File: src/rtl/mux16_rr_sched_pkg.sv
// Shared definitions for the 16-way round-robin mux select scheduler.
// Holds the FSM state encoding, the requester count and the select width.
package mux16_rr_sched_pkg;

  localparam int N_REQ = 16;
  localparam int SEL_W = 4;

  typedef enum logic {
    ST_IDLE  = 1'b0,
    ST_GRANT = 1'b1
  } state_t;

  function automatic logic [N_REQ-1:0] sel_onehot(input logic [SEL_W-1:0] s);
    return N_REQ'(1) << s;
  endfunction

endpackage

File: src/rtl/mux16_rr_sched_rr_pick16.sv
// Combinational round-robin winner search: rotate the request vector so ptr
// lands at bit 0, pick the lowest set bit, then add ptr back modulo 16.
module rr_pick16
  import mux16_rr_sched_pkg::*;
(
  input  logic [N_REQ-1:0] req,
  input  logic [SEL_W-1:0] ptr,
  output logic             found,
  output logic [SEL_W-1:0] idx
);

  logic [N_REQ-1:0] w_rot;
  logic [SEL_W-1:0] w_off;

  always_comb begin
    w_rot = N_REQ'({req, req} >> ptr);
    w_off = '0;
    found = 1'b0;
    for (int i = N_REQ - 1; i >= 0; i--) begin
      if (w_rot[i]) begin
        w_off = SEL_W'(i);
        found = 1'b1;
      end
    end
    // 4-bit add wraps naturally, giving the modulo-16 index.
    idx = w_off + ptr;
  end

endmodule

File: src/rtl/mux16_rr_sched.sv
// Round-robin scheduler driving the select of a shared 16:1 mux. Grants are
// bounded to MAX_HOLD cycles and always separated by a one-cycle idle gap.
module mux16_rr_sched
  import mux16_rr_sched_pkg::*;
#(
  parameter int MAX_HOLD = 4
) (
  input  logic             clk,
  input  logic             rst_n,
  input  logic             en,
  input  logic [N_REQ-1:0] req,
  output logic [SEL_W-1:0] sel,
  output logic [N_REQ-1:0] gnt,
  output logic             gnt_valid
);

  localparam logic [3:0] HOLD_LIM = 4'(MAX_HOLD);

  state_t           r_state;
  state_t           w_state_nxt;
  logic [SEL_W-1:0] r_sel;
  logic [SEL_W-1:0] w_sel_nxt;
  logic [SEL_W-1:0] r_ptr;
  logic [SEL_W-1:0] w_ptr_nxt;
  logic [3:0]       r_cnt;
  logic [3:0]       w_cnt_nxt;
  logic             w_found;
  logic [SEL_W-1:0] w_idx;
  logic             w_release;

  rr_pick16 u_pick (
    .req   (req),
    .ptr   (r_ptr),
    .found (w_found),
    .idx   (w_idx)
  );

  always_ff @(posedge clk or negedge rst_n) begin
    if (!rst_n) begin
      r_state <= ST_IDLE;
      r_sel   <= '0;
      r_ptr   <= '0;
      r_cnt   <= '0;
    end else begin
      r_state <= w_state_nxt;
      r_sel   <= w_sel_nxt;
      r_ptr   <= w_ptr_nxt;
      r_cnt   <= w_cnt_nxt;
    end
  end

  always_comb begin
    w_state_nxt = r_state;
    w_sel_nxt   = r_sel;
    w_ptr_nxt   = r_ptr;
    w_cnt_nxt   = r_cnt;
    w_release   = 1'b0;
    case (r_state)
      ST_IDLE: begin
        if (en && w_found) begin
          w_state_nxt = ST_GRANT;
          w_sel_nxt   = w_idx;
          w_cnt_nxt   = 4'd1;
        end
      end
      ST_GRANT: begin
        w_release = !req[r_sel] || !en || (r_cnt == HOLD_LIM);
        // Releasing always passes through IDLE, which forms the break-before-make gap.
        if (w_release) begin
          w_state_nxt = ST_IDLE;
          w_ptr_nxt   = r_sel + 4'd1;
        end else begin
          w_cnt_nxt = r_cnt + 4'd1;
        end
      end
      default: w_state_nxt = ST_IDLE;
    endcase
  end

  assign sel       = r_sel;
  assign gnt_valid = (r_state == ST_GRANT);
  assign gnt       = gnt_valid ? sel_onehot(r_sel) : '0;

endmodule

File: config.mk
export PLATFORM = sky130hd
export DESIGN_NAME = mux16_rr_sched
export DESIGN_NICKNAME = d
export VERILOG_FILES = /design/src/rtl/mux16_rr_sched_pkg.sv /design/src/rtl/mux16_rr_sched_rr_pick16.sv /design/src/rtl/mux16_rr_sched.sv
export SDC_FILE = /design/constraint.sdc
export NUM_CORES = 1
export LEC_CHECK = 0
export CORE_ASPECT_RATIO = 0.75
export CORE_MARGIN = 1
export CORE_UTILIZATION = 50
export DETAILED_ROUTE_END_ITERATION = 16
export GPL_TIMING_DRIVEN = 0
export HOLD_SLACK_MARGIN = 0.1
export PLACE_DENSITY = 0.86
export SLEW_MARGIN = 40
export SYNTH_ARGS = -nofsm -noshare
export SYNTH_HDL_FRONTEND = slang
export SYNTH_SLANG_ARGS = --single-unit
File: constraint.sdc
create_clock -name clk -period 7.39 [get_ports clk]
set_input_delay 0.739 -clock clk [delete_from_list [all_inputs] [get_ports clk]]
set_output_delay 0.739 -clock clk [all_outputs]
set_load 0.05 [all_outputs]
==> results by group, run 1 <==
Synthesis
  – EDFF count, synth: 0
  – Cells after Synth: 249
  – Avg Cell Area, Syn: 9.201 sq um
  – Synth unique cells: 51
  – Asr flop ratio synth: 1.000
  – Area leader, netlist: mux4_2
  – Adder-cell share of the synthesized area: 0.06881
  – Dominant cells by area after synthesis: mux4_2, dfrtp_1, mux2i_1
  – Compound-gate portion of the synthesized area: 0.2125
  – Post-Synth XOR/XNOR Area: 0.01529
  – Yosys top cell area share: 0.1966
  – Post-Syn Nets: 280
  – Cell area after synthesis: 2291 sq um
  – Simple-gate area share of the yosys netlist: 0.1595
  – Yosys warnings: 0
  – Multiplexer share of the synthesized area: 0.3495
  – Part of the Yosys area used for sequential elements: 0.1420
  – #FFs+latches synth: 13
  – Largest family of logic cells by synthesized area: multiplexers
  – Predominant post-synthesis flop cell: dfrtp_1

Clocking
  – Clock Sink Count: 13
  – Max clock buf depth: 2
  – Clock slew at reported path FFs: 60 ps
  – CTS hold repair buffers: 0
  – H-tree depth: 1
  – TritonCTS clock tree: yes
  – CTS buffer count: 3
  – Clk_lat worst skew: 250 ps
  – CTS Root Cell: clkbuf_8
  – Post-CTS Setup Inserts: 0
  – Post-CTS sizing: 0

Power and ir drop
  – Pwr dens: 466.0 nW/um^2
  – Total Power: 1.303 mW
  – Worst vdd ir: 0.0002191 V
  – P_leak: 1.087 nW

Cells and area
  – Most frequent cells in the layout: clkdlybuf4s50_1, nor2_1, nand2_1
  – Fin area: 2795 sq um
  – End-of-flow core utilization: 0.6609
  – P&R area growth vs syn: 22.01%
  – Fin cells: 347
  – Most common cell after layout, fill and taps aside: clkdlybuf4s50_1
  – Share of cells above drive strength 1: 0.1541
  – N_diodes: 0
  – Final #Nets: 324

Drt
  – Drt first-iter violations: 153
  – WL/cell: 18.39 microns
  – Overall routed net length: 6381 microns
  – Router iterations before antenna repair: 5
  – Vias per inst: 6.620
  – Post-route DRC: 0
  – Antenna Nets Post-Route: 0
  – Via count: 2297

Critical path
  – Critical R2R Capture: sel[3]
  – Worst Path Required: 7580 ps
  – Worst Setup Start Kind: input port
  – Reg2Reg Launch Point: r_ptr[3]
  – R2r worst-path depth: 15
  – CP endpoint kind: flop
  – Critical Path AT: 4610 ps
  – CP Class: in2reg
  – Reg-to-reg setup timing slack: 3180 ps
  – CP max FO: 6

Timing
  – Clk_skew: 3.676 ps
  – Final setup fails: 0
  – Slew @ Worst Pin: 711.0 ps
  – Period utilization: 0.5983
  – Sum of negative setup slack: 0 ps
  – Unrepaired setup endpoints after global routing: false
  – Hold slack: 539.2 ps
  – Slew Limit Fails: 0
  – Final hold viol count: 0
  – Final worst slack: 2969 ps
  – Slew HR: 0.5238
  – Min cycle time layout: 4421 ps
  – Max Freq: 226.2 MHz

Floorplan
  – Die H: 60.62 microns
  – Site Rows: 20
  – IO Count: 40
  – Total Die Area: 4859 sq um
  – Die Width: 80.16 microns
  – Core area: 4229 sq um
  – Initial Util: 0.5417

Placement
  – RePlAce Congestion: 0.9260
  – IO buf count: 39
  – Post-DP Area: 2750 sq um
  – Dpl hpwl: 5032 microns
  – Pre-CTS WS: 2759 ps
  – Placed insts: 343

Global routing
  – Global route overflow: 0
  – First-pass GRT wire length: 10180 microns
  – GRT Total Usage: 0.2784
  – Initial antenna violation count: 0
  – Number of global-route vias before repair: 2074
  – Largest net degree at the start of global routing: 14

Min path
  – Hold Path Class: reg2reg
  – Hold_sp: r_cnt[0]
  – Hold Crit Depth: 1
  – Hold Path End: r_cnt[0]

Outcome
  – Run status: finished clean

Job
  – Max cap viols: 0
cell type report:
| cell class | instances | area, sq um |
|---|---|---|
| fill | 339 | 1434 |
| timing repair buffer | 39 | 390.4 |
| buffer | 15 | 71.32 |
| tap | 55 | 68.82 |
| clock buffer | 4 | 45.04 |
| multi-input combinational | 208 | 1846 |
| sequential | 13 | 325.3 |
| inverter | 13 | 48.80 |
cell usage after synthesis (all sizes together), types with 5 or more instances:
master and n:
a2111oi 5, a21oi 12, buf 6, clkbuf 9, dfrtp 13, ha 11
inv 13, mux2 9, mux2i 14, mux4 24, nand2 25, nand3 7
nor2 32, nor3 7, o211ai 6, o21ai 11
registers in the layout, indices dropped and copies added (netlist names):
register and count:
sel 4, r_cnt 4, r_ptr 4, gnt_valid 1
critical path: stages:
cell and delay (ps):
clkdlybuf4s50_1 500, mux4_1 630, mux2_2 320, mux2_4 300, a211oi_1 370, a21oi_1 140, a211o_1 290, ha_1 270
a21o_1 160, a21oi_1 170, xnor2_1 110, a2111oi_0 410, a211o_1 180
power by group:
group	internal, mW	switching [mW]
clock	0.0383	0.0285
sequential	0.102	0.0378
combinational	0.443	0.653
kinds of logic (layout without fill, tap and decap cells):
| group | after synthesis | after routing |
|---|---|---|
| buffers and inverters | 28 | 71 |
| XOR/XNOR | 4 | 4 |
| AO/OA/AOI/OAI | 62 | 62 |
| adder cells (fa/ha/maj) | 12 | 12 |
| flip-flops | 13 | 13 |
| AND/OR/NAND/NOR | 83 | 83 |
| multiplexers | 47 | 47 |
worst max path at each step:
stage	start	end	slack (ps)	depth (start not counted)
6_report	req[8]	sel[3]	2970	13
4_1_cts	req[5]	sel[3]	3010	13
5_1_grt	req[4]	sel[3]	2710	12
3_3_place_gp	req[8]	sel[3]	2820	13
3_5_place_dp	req[5]	sel[3]	2760	13
2_1_floorplan	req[8]	sel[3]	3680	11
per-layer routing:
layer | GRT usage | routed length [microns]
met2 | 0.4127 | 2829
met3 | 0.05113 | 608
met5 | 0 | 0
met4 | 0.04082 | 46
met1 | 0.4335 | 2896
Note: power is estimated with default switching activity, not from simulation.
==> run 2: changes to the inputs <==
- CORE_UTILIZATION: 50 -> 49
- PLACE_DENSITY: 0.86 -> 0.88
- clock period: 7.39 -> 4 ns (I/O delays scaled with it)
==> run 2 against run 1 <==
Clock power rose by 72%. Highest routed layer unchanged. Largest cell class unchanged. Worst hold slack got worse by 19 ps. Via count up 3.2%. Clock-buffer cell count stayed put. Non-clock buffer count up 5. Largest power group unchanged. Power increased by 100%.
==> results by group, run 2 (synthesis gave the netlist of run 1 again) <==
Cells and area
  – Share of cells above drive strength 1: 0.2256 (was 0.1541)
  – Filler cells: 334 (was 339)
  – N_diodes: 0 (unchanged)
  – Area occupied by multi-input gates: 1908 sq um (was 1846 sq um)
  – P&R area growth vs syn: 29.11% (was 22.01%)
  – Final #Nets: 329 (was 324)
  – Fin area: 2958 sq um (was 2795 sq um)
  – Seq. cell area: 326.6 sq um (was 325.3 sq um)
  – Most frequent cells in the layout: nor2_1, clkdlybuf4s50_1, nand2_1 (was clkdlybuf4s50_1, nor2_1, nand2_1)
  – Most common cell after layout, fill and taps aside: nor2_1 (was clkdlybuf4s50_1)

Timing
  – Min cycle time layout: 3956 ps
  – Slew HR: 0.5676 (was 0.5238)
  – Clk_skew: 3.177 ps (was 3.676 ps)
  – Final hold viol count: 0 (unchanged)
  – Slew Limit Fails: 0 (unchanged)
  – Period utilization: 0.9889
  – Slew @ Worst Pin: 645.6 ps (was 711.0 ps)
  – Max Freq: 252.8 MHz
  – Sum of negative setup slack: 0 ps (unchanged)
  – Final worst slack: 44.33 ps (was 2969 ps)
  – Final setup fails: 0 (unchanged)

Global routing
  – Global route overflow: 0 (unchanged)
  – Initial antenna violation count: 0 (unchanged)
  – Number of global-route vias before repair: 2074 (unchanged)
  – First-pass GRT wire length: 10270 microns (was 10180 microns)
  – GRT Total Usage: 0.2754 (was 0.2784)
  – Largest net degree at the start of global routing: 14 (unchanged)

Power and ir drop
  – P_leak: 1.217 nW (was 1.087 nW)
  – NetSw: 1.427 mW (was 0.7189 mW)
  – Seq pwr share: 0.100 (was 0.108)
  – Internal: 1.200 mW (was 0.5837 mW)
  – Combinational power share: 0.857 (was 0.841)
  – Clock power share: 0.044 (was 0.051)
  – Worst vdd ir: 0.0004632 V (was 0.0002191 V)
  – Sw frac: 0.5432 (was 0.5519)
  – Pwr dens: 888.2 nW/um^2 (was 466.0 nW/um^2)

Critical path
  – Crit-path cells: clkdlybuf4s50_1 > mux4_2 > mux2_2 > mux2_4 > or3b_2 > a32o_1 > ha_1 > a21o_1 > a21oi_2 > xnor2_1 > a2111oi_2 > a211o_1 (was clkdlybuf4s50_1 > mux4_1 > mux2_2 > mux2_4 > a211oi_1 > a21oi_1 > a211o_1 > ha_1 > a21o_1 > a21oi_1 > xnor2_1 > a2111oi_0 > a211o_1)
  – Crit path from: req[0] (was req[8])
  – Worst Path Required: 4170 ps (was 7580 ps)
  – Critical Path AT: 4130 ps (was 4610 ps)
  – Cell family with most CP delay: compound AO/OA/AOI/OAI gates (unchanged)
  – CP max stage delay: 570 ps (was 630 ps)
  – Worst Setup Start Kind: input port (unchanged)
  – Worst Path Buf+Inv: 1 (unchanged)
  – Crit-path slowest cell: mux4_2 (was mux4_1)
  – CP endpoint kind: flop (unchanged)
  – CP Class: in2reg (unchanged)
  – Reg2Reg Launch Point: r_ptr[0] (was r_ptr[3])
  – CP max FO: 6 (unchanged)

Drt
  – Antenna Nets Post-Route: 0 (unchanged)
  – Vias per inst: 6.698 (was 6.620)
  – Router iterations before antenna repair: 5 (unchanged)
  – WL/cell: 19.48 microns (was 18.39 microns)
  – Overall routed net length: 6896 microns (was 6381 microns)
  – Post-route DRC: 0 (unchanged)
  – Via count: 2371 (was 2297)
  – Drt first-iter violations: 262 (was 153)

Clocking
  – Max clock buf depth: 2 (unchanged)
  – H-tree depth: 1 (unchanged)
  – CTS Root Cell: clkbuf_8 (unchanged)
  – CTS hold repair buffers: 0 (unchanged)
  – Clock slew at reported path FFs: 50 ps (was 60 ps)
  – Clock Sink Count: 13 (unchanged)
  – CTS buffer count: 3 (unchanged)
  – TritonCTS clock tree: yes (unchanged)
  – Clk_lat worst skew: 240 ps (was 250 ps)

Placement
  – Post-DP Area: 2753 sq um (was 2750 sq um)
  – Dpl hpwl: 5012 microns (was 5032 microns)
  – Pre-CTS WS: -362.1 ps (was 2759 ps)
  – RePlAce Congestion: 0.9437 (was 0.9260)
  – IO buf count: 39 (unchanged)

Min path
  – Hold Path Class: in2async (was reg2reg)

Floorplan
  – Total Die Area: 4956 sq um (was 4859 sq um)
  – Die Width: 80.96 microns (was 80.16 microns)
  – IO Count: 40 (unchanged)
  – Site Rows: 21 (was 20)
  – Initial Util: 0.5129 (was 0.5417)
  – Die H: 61.22 microns (was 60.62 microns)
  – Core area: 4467 sq um (was 4229 sq um)

Job
  – Max cap viols: 0 (unchanged)

Outcome
  – Run status: finished clean (unchanged)
[run 2: layout make-up]
| cell class | instances | area share |
|---|---|---|
| Inverter | 13 | 0.01650 |
| Tap cell | 57 | 0.02411 |
| Multi-Input combinational cell | 208 | 0.6451 |
| Timing Repair Buffer | 44 | 0.1531 |
| Clock buffer | 4 | 0.01523 |
| Sequential cell | 13 | 0.1104 |
| Buffer | 15 | 0.03553 |
[run 2: final timing paths]
kind | endpoint | slack (ps) | depth (start not counted)
worst min-delay path | sel[3] | 520 | 1
worst max register to register | sel[3] | 120 | 12
worst min register to register | r_cnt[0] | 540 | 1
worst max-delay path | sel[3] | 40 | 12
max in group asynchronous | r_ptr[0] | 3080 | 1
min in group clk | r_cnt[0] | 540 | 1
[run 2: worst register-to-register path: cells and delay by family, from the launching register on]
family	cells	cell delay, ps
AOI/OAI and AO/OA	5	1220
xor gates and xnor gates	1	110
adders and majority gates	1	230
buffers and inverters	1	160
DFF	1	430
muxes	3	1170
and+or+nand+nor	1	470
[run 2: power groups by stage]
stage | combinational, mW | sequential (mW) | clock [mW]
6_report | 2.25 | 0.262 | 0.115
5_1_grt | 2.40 | 0.268 | 0.123
4_1_cts | 2.04 | 0.256 | 0.117
3_5_place_dp | 1.97 | 0.257 | 0
3_3_place_gp | 1.92 | 0.256 | 0
2_1_floorplan | 1.44 | 0.329 | 0
[run 2: through the flow]
step	instances	total power, mW	util	hold WS (ps)
after floorplan	249	1.773	-	104.4
after CTS	349	2.408	0.6339	536.9
final	354	2.627	0.6622	519.9
after global placement	345	2.181	0.6162	515.7
after global routing	354	2.789	0.6622	561.4
after detailed placement	345	2.232	0.6162	534.9
[run 2: repair_timing]
action,4_1_cts,5_1_grt
setup buffers,0,5
pin swaps,0,2
hold endpoints to repair,0,0
setup endpoints to repair,1,1
gates resized for setup,9,37
[run 2: routing by layer]
layer	routed length, microns	GRT usage	share of wire
met5	0	0	0
met3	703	0.03704	0.10
met1	2906	0.4150	0.42
met2	3218	0.4298	0.47
met4	68	0.04847	0.0099
==> run 3: changes to the inputs <==
- TNS_END_PERCENT: not set -> 50
==> results of run 3 <==
Final layout, timing and power as in run 2 (identical DEF).
